<file path="config.mk">
export PLATFORM = sky130hd
export DESIGN_NAME = pipe_stage_skid
export DESIGN_NICKNAME = d
export VERILOG_FILES = /design/src/rtl/pipe_stage_skid.sv
export SDC_FILE = /design/constraint.sdc
export NUM_CORES = 1
export LEC_CHECK = 0
export CELL_PAD_IN_SITES_DETAIL_PLACEMENT = 0
export CELL_PAD_IN_SITES_GLOBAL_PLACEMENT = 1
export CORE_ASPECT_RATIO = 0.8
export CORE_MARGIN = 2
export CORE_UTILIZATION = 30
export DETAILED_ROUTE_END_ITERATION = 8
export GPL_TIMING_DRIVEN = 0
export PLACE_DENSITY_LB_ADDON = 0.1
export SYNTH_ARGS = -nofsm -noshare
export SYNTH_HDL_FRONTEND = slang
export SYNTH_SLANG_ARGS = --single-unit
</file>
<file path="constraint.sdc">
create_clock -name clk -period 1.7 [get_ports clk]
set_input_delay 0.34 -clock clk [delete_from_list [all_inputs] [get_ports clk]]
set_output_delay 0.34 -clock clk [all_outputs]
set_load 0.01 [all_outputs]
</file>
<file path="src/rtl/pipe_stage_skid.sv">
// pipe_stage_skid: valid/ready pipeline register with 2-entry skid buffer, sync flush, registered reset out; PIPE_STAGE_PERF_EN adds stall/bubble counters
module pipe_stage_skid #(
  parameter int PAYLOAD_W = 106,
  parameter int ADDR_W = 5,
  parameter int OPC_W = 7,
  parameter logic [OPC_W-1:0] NOP_OPC = 7'b0010011
`ifdef PIPE_STAGE_PERF_EN
  ,
  parameter int CNT_W = 16
`endif
) (
  input  logic                 clk,
  input  logic                 resetIn,
  input  logic                 flush,
  input  logic                 in_valid,
  output logic                 in_ready,
  input  logic                 in_wen,
  input  logic [ADDR_W-1:0]    in_wbAddr,
  input  logic [OPC_W-1:0]     in_opcode,
  input  logic [PAYLOAD_W-1:0] in_payload,
  output logic                 out_valid,
  input  logic                 out_ready,
  output logic                 out_wen,
  output logic [ADDR_W-1:0]    out_wbAddr,
  output logic [OPC_W-1:0]     out_opcode,
  output logic [PAYLOAD_W-1:0] out_payload,
  output logic                 resetOut
`ifdef PIPE_STAGE_PERF_EN
  ,
  output logic [CNT_W-1:0]     stallCnt,
  output logic [CNT_W-1:0]     bubbleCnt
`endif
);
  localparam int W = 1 + ADDR_W + OPC_W + PAYLOAD_W;
  typedef enum logic [1:0] {EMPTY, BUSY, FULL} state_t;
  state_t r_state, w_next;
  logic [W-1:0] r_main, r_skid, w_in;
  logic r_in_ready, r_reset_out, w_in_fire, w_out_fire, w_main_wen;
  logic [ADDR_W-1:0] w_main_addr;
  logic [OPC_W-1:0] w_main_opc;
  assign w_in = {in_wen, in_wbAddr, in_opcode, in_payload};
  assign {w_main_wen, w_main_addr, w_main_opc, out_payload} = r_main;
  assign out_valid = r_state != EMPTY;
  assign in_ready = r_in_ready;
  assign resetOut = r_reset_out;
  assign w_in_fire = in_valid & r_in_ready;
  assign w_out_fire = out_valid & out_ready;
  assign out_wen = w_main_wen & out_valid;
  assign out_wbAddr = out_valid ? w_main_addr : '0;
  assign out_opcode = out_valid ? w_main_opc : NOP_OPC;
  always_comb begin
    w_next = r_state;
    w_next = flush ? EMPTY :
             r_state == EMPTY ? (w_in_fire ? BUSY : EMPTY) :
             r_state == BUSY ? ((w_in_fire && !w_out_fire) ? FULL : (!w_in_fire && w_out_fire) ? EMPTY : BUSY) :
             (w_out_fire ? BUSY : FULL);
  end
  always_ff @(posedge clk) begin
    if (!resetIn) begin
      r_state <= EMPTY;
      r_in_ready <= 1'b1;
    end else begin
      r_state <= w_next;
      r_in_ready <= w_next != FULL;
    end
  end
  always_ff @(posedge clk) begin
    if (!resetIn) begin
      r_main <= '0;
      r_skid <= '0;
    end else if (!flush) begin
      if (w_in_fire && (r_state == EMPTY || w_out_fire)) r_main <= w_in;
      else if (r_state == FULL && w_out_fire) r_main <= r_skid;
      if (w_in_fire && r_state == BUSY && !w_out_fire) r_skid <= w_in;
    end
  end
  always_ff @(posedge clk) r_reset_out <= resetIn;
`ifdef PIPE_STAGE_PERF_EN
  logic [CNT_W-1:0] r_stall, r_bubble;
  assign stallCnt = r_stall;
  assign bubbleCnt = r_bubble;
  always_ff @(posedge clk) begin
    if (!resetIn) begin
      r_stall <= '0;
      r_bubble <= '0;
    end else begin
      if (out_valid && !out_ready && r_stall != '1) r_stall <= r_stall + CNT_W'(1);
      if (!out_valid && out_ready && r_bubble != '1) r_bubble <= r_bubble + CNT_W'(1);
    end
  end
`else
`endif
endmodule
</file>
### Yosys cells after proc, flatten, opt, wreduce, memory -nomap -nowiden

Cells that the tools add are included.

* register bits after elaboration: 242
* input port bits: 124
* output and inout bits: 122
* logic and storage cells: 37

* eq/ne operators: 3
* multiplexer cells: 11
* bitwise operators: 4
* reduce and logical (&&, ||, !) cells: 14

Operator list (number)
* 2-to-1 mux 119 bit: 2
* 2-to-1 mux 2 bit: 5
* 2-to-1 mux 7 bit: 1
* logical AND 1 bit: 6
* 2-to-1 mux 5 bit: 1
* AND reduction 2 bit: 2
* nonzero test 2 bit: 2
* AND 1 bit: 3
* == test 2 x 1 -> 1 bit, second input constant: 1
* == test 2 bit, second input constant: 1
* zero test 1 bit: 2
* zero test 2 bit: 1
* 2-to-1 mux 1 bit: 2
* != test 2 bit, second input constant: 1
* logical OR 1 bit: 1
* inverter 1 bit: 1

### Depth between registers and ports, before layout

* depth after elaboration: 9
* mapped depth: 7
* mapped depth without buffers: 4

### Worst setup path before layout

OpenSTA, ideal clock, no wires.

* kind: input-to-reg
* from: in in_valid
* to: reg r_main[0]
* library setup time: 0.128 ns
* data arrival time: 1.463 ns
* data required time: 1.572 ns
* setup slack: 0.109 ns
* cell stages on the path: 7
* buffers on the path: 3
* cell sequence: and2_4 -> buf_6 -> or3_4 -> buf_8 -> buf_8 -> o221ai_2 -> a21oi_1

* cells in the longest elaborated chain, start to end: 4
* elaborated cells on any way between the ends: 5
* classes of those cells: mux (1); bitwise (1); reduce/logical (3)

RTL lines
* from (decl): line 15 `input logic in_valid,`
* AND 1 bit (*): line 46 `assign w_in_fire = in_valid & r_in_ready;`
* logical AND 1 bit (*): line 72 `if (w_in_fire && (r_state == EMPTY || w_out_fire)) r_main <= w_in;`
* nonzero test 2 bit (no line)
* AND reduction 2 bit (no line)
* to (signal assigned): line 72
* to (signal assigned): line 73 `else if (r_state == FULL && w_out_fire) r_main <= r_skid;`
* to (decl): line 37 `logic [W-1:0] r_main, r_skid, w_in;`

Every way passes the cells marked *; elsewhere a longest branch is shown, timed or not.
A chain may end at the register's enable or synchronous reset.

### Worst setup path in the final report

* from: reg r_state[0]
* to: out out_wbAddr[2]

* cells in the longest elaborated chain, start to end: 2

RTL lines
* from (decl): line 36 `state_t r_state, w_next;`
* from (signal assigned): line 63 `r_state <= w_next;`
* nonzero test 2 bit: line 43 `assign out_valid = r_state != EMPTY;`
* 2-to-1 mux 5 bit: line 49 `assign out_wbAddr = out_valid ? w_main_addr : '0;`
* to (decl): line 24 `output logic [ADDR_W-1:0] out_wbAddr,`

Every way passes these cells.

==> results.ini <==
[routing]
ant_nets = 0
avgViaCountPerCell = 4.49
drcViolationCount = 0
drtPass1Iterations = 4
wl_per_cell_um = 16.9
drt_wl_total_um = 33200
vias = 8825
drt_iter0_markers = 426

[clock_tree]
clk_pin_slew_ps = 60
insertion_delay_ps = 550
tritoncts = built
cts_root_buffer = clkbuf_16
cts_buffers = 28
cts.sinks = 242
h-tree-depth = 1
max-clock-path-buffers = 3

[synthesis]
postSynthCellCount = 1188
synth.cell_area_sq_um = 10600
synth_top_area_cell = dfxtp_1
synth_nets = 1312
ys_ff_latch = 242
ys_seq_area_frac = 0.456
synth.avg_cell_area_sq_um = 8.94
yosys_warnings = 0
ys_async_sr_fraction = 0
synth_area_leaders = dfxtp_1 (46%), nand2_1 (8.6%), o221ai_2 (8.5%)
synth_edf_count = 0
ys.flop_type = dfxtp_1
yosysTopAreaCellShare = 0.456
yosysUniqueCellTypes = 28

[floorplanning]
core-area_sq_um = 34800
dieWidth_um = 214
die_h_um = 172
start_util = 0.305
io_pins = 246
rows = 61
dieArea_sq_um = 36900

[place]
port_buffers = 245
gp_congestion = 0.737
postPlaceCellArea_sq_um = 13700
dp.final_hpwl_um = 22500

[power]
p_leak_nw = 5.94
power.density_nw_per_um2 = 941
ir_worst_vdd_v = 0.000732

[sta]
rsz0062_at_grt = true
slew_violations = 0
fmax_mhz = 545
holdWs_ps = 380
setup_viol = 14
worst_slack_ps = -134
post-route-min-period_ps = 1830
finClkSkew_ps = 18.4
period_share = 1.08
tightest_slew_ps = 485
hold_violations = 0
slew_headroom = 0.677

[outcome]
violations = setup timing
status = complete, but fails checks

[worst_setup_path]
cp_cell_sequence = nor2_4 > buf_8 > buf_6 > nor2_1 > buf_2
start_kind = flop
cpMaxStageDelayCell = dfxtp_4
worstSetupEndpointType = output pin
cp_max_fo = 6
crit_path_max_incr_delay_ps = 370
rr_startpoint = r_state[0]
critPathArrivalTime_ps = 1490
cp.required_ps = 1360
setup.worst_path.start = r_state[0]
path_class = reg -> out

[global_routing]
grt_max_degree = 20
grt_util_met3 = 0.0378
use_met2 = 0.284
antenna_found_initial = 3
grt-busiest-layer = met2
first_global_vias = 8550
grtUsageMet1 = 0.237
grtUsageTotal = 0.174
grt_remaining_overflow = 0
grt_pass1_wl_um = 50100

[layout]
fillers = 3518
multi_input_area_sq_um = 4350
seq_area_sq_um = 4850
fin_area_sq_um = 15200
drive_gt1_frac = 0.250
layout.nets = 1595
areaGrowthSynthToFinish_pct = 43.4

[hold_path]
hold_class = in -> reg
hp-start = in_payload[94]

[run]
maxCapViolCount = 0

worst paths after layout:
| path | end | slack [ps] | depth (start not counted) |
|---|---|---|---|
| min reg2reg | r_main[74] | 440 | 2 |
| max | out_wbAddr[2] | -130 | 5 |
| min | r_skid[94] | 380 | 3 |
| max reg2reg | r_main[40] | 40 | 6 |
cell usage in the layout (no fill, tap or decap), drive strengths merged:
| cell | Yosys | final |
|---|---|---|
| nand2 | 242 | 242 |
| dfxtp | 242 | 242 |
| buf | 160 | 180 |
| clkdlybuf4s50 | 0 | 123 |
| inv | 122 | 122 |
| a21oi | 121 | 121 |
| a21boi | 119 | 119 |
| o221ai | 119 | 119 |
| dlygate4sd2 | 0 | 106 |
| clkbuf | 39 | 81 |
| nor2 | 11 | 11 |
| clkinv | 0 | 7 |
| bufinv | 0 | 4 |
| or3 | 2 | 2 |
| diode | 0 | 1 |
| nand3b | 1 | 1 |
| and2 | 1 | 1 |
| o211ai | 1 | 1 |
| o21a | 1 | 1 |
| nor3 | 1 | 1 |
| and3 | 1 | 1 |
| nand3 | 1 | 1 |
| nor3b | 1 | 1 |
| nor2b | 1 | 1 |
| o21bai | 1 | 1 |
| o21ai | 1 | 1 |
| clkinvlp | 0 | 1 |
| clkdlybuf4s15 | 0 | 1 |
power by group:
part | leakage, nW | internal [mW] | switching [mW] | total, mW
Sequential | 1.97 | 5.90 | 0.113 | 6.02
Clock | 0.489 | 3.96 | 2.47 | 6.44
Combinational | 3.48 | 1.01 | 0.869 | 1.88
Total | 5.94 | 10.9 | 3.46 | 14.3
synth_stat cells (2+ instances only):
master,number
dfxtp_1,242
nand2_1,242
inv_1,122
a21oi_1,121
a21boi_0,119
buf_4,113
o221ai_2,60
o221ai_1,59
clkbuf_1,38
buf_2,32
buf_8,11
nor2_1,11
buf_1,2
buf_6,2
state kept, by name (all words and copies together) (netlist names):
name / flops
in_ready: 1
r_main: 119
r_state: 2
resetOut: 1
r_skid: 119
cells by family after synthesis:
family,after synthesis,synth area share
flops,242,0.456
compound gates,363,0.277
simple gates,262,0.0954
buf+inv,321,0.171
layout make-up:
type                       count  area share
sequential                   242       0.319
multi-input combinational    625       0.286
timing repair buffer         256       0.160
buffer                       196       0.102
clock buffer                  39      0.0541
tap                          472      0.0388
inverter                     122      0.0301
clock inverter                12      0.0107
antenna                        1    0.000164
critical path: cells and delay by family, from the launching register on:
family / cells / cell delay (ps)
AND/OR/NAND/NOR: 2 / 210
flip-flops: 1 / 370
buffers and inverters: 3 / 360
metrics by stage:
stage,util,worst slack [ps],total power [mW],TNS [ps],std cells
after CTS,0.425,-195,14.5,-1990,1960
after global placement,0.393,-1070,8.05,-175240,1905
final,0.437,-134,14.3,-1550,1965
after detailed placement,0.393,-1040,8.05,-178210,1905
after floorplan,-,109,7.05,0,1188
after global routing,0.437,-201,15.0,-3300,1964
layer usage:
layer	vias up	wire length, um
met5	-	29
met4	4	536
met3	38	1580
met2	162	15300
met1	4121	15800
li1	4500	-
what timing repair did:
item                       in CTS  in global routing
resized for setup             252                 78
setup endpoints to repair     343                250
setup buffers                   5                  3
gates cloned                    1                  2
pin swaps                       6                 14
hold buffers                    0                  0
Power figures use the tool's default switching activity.
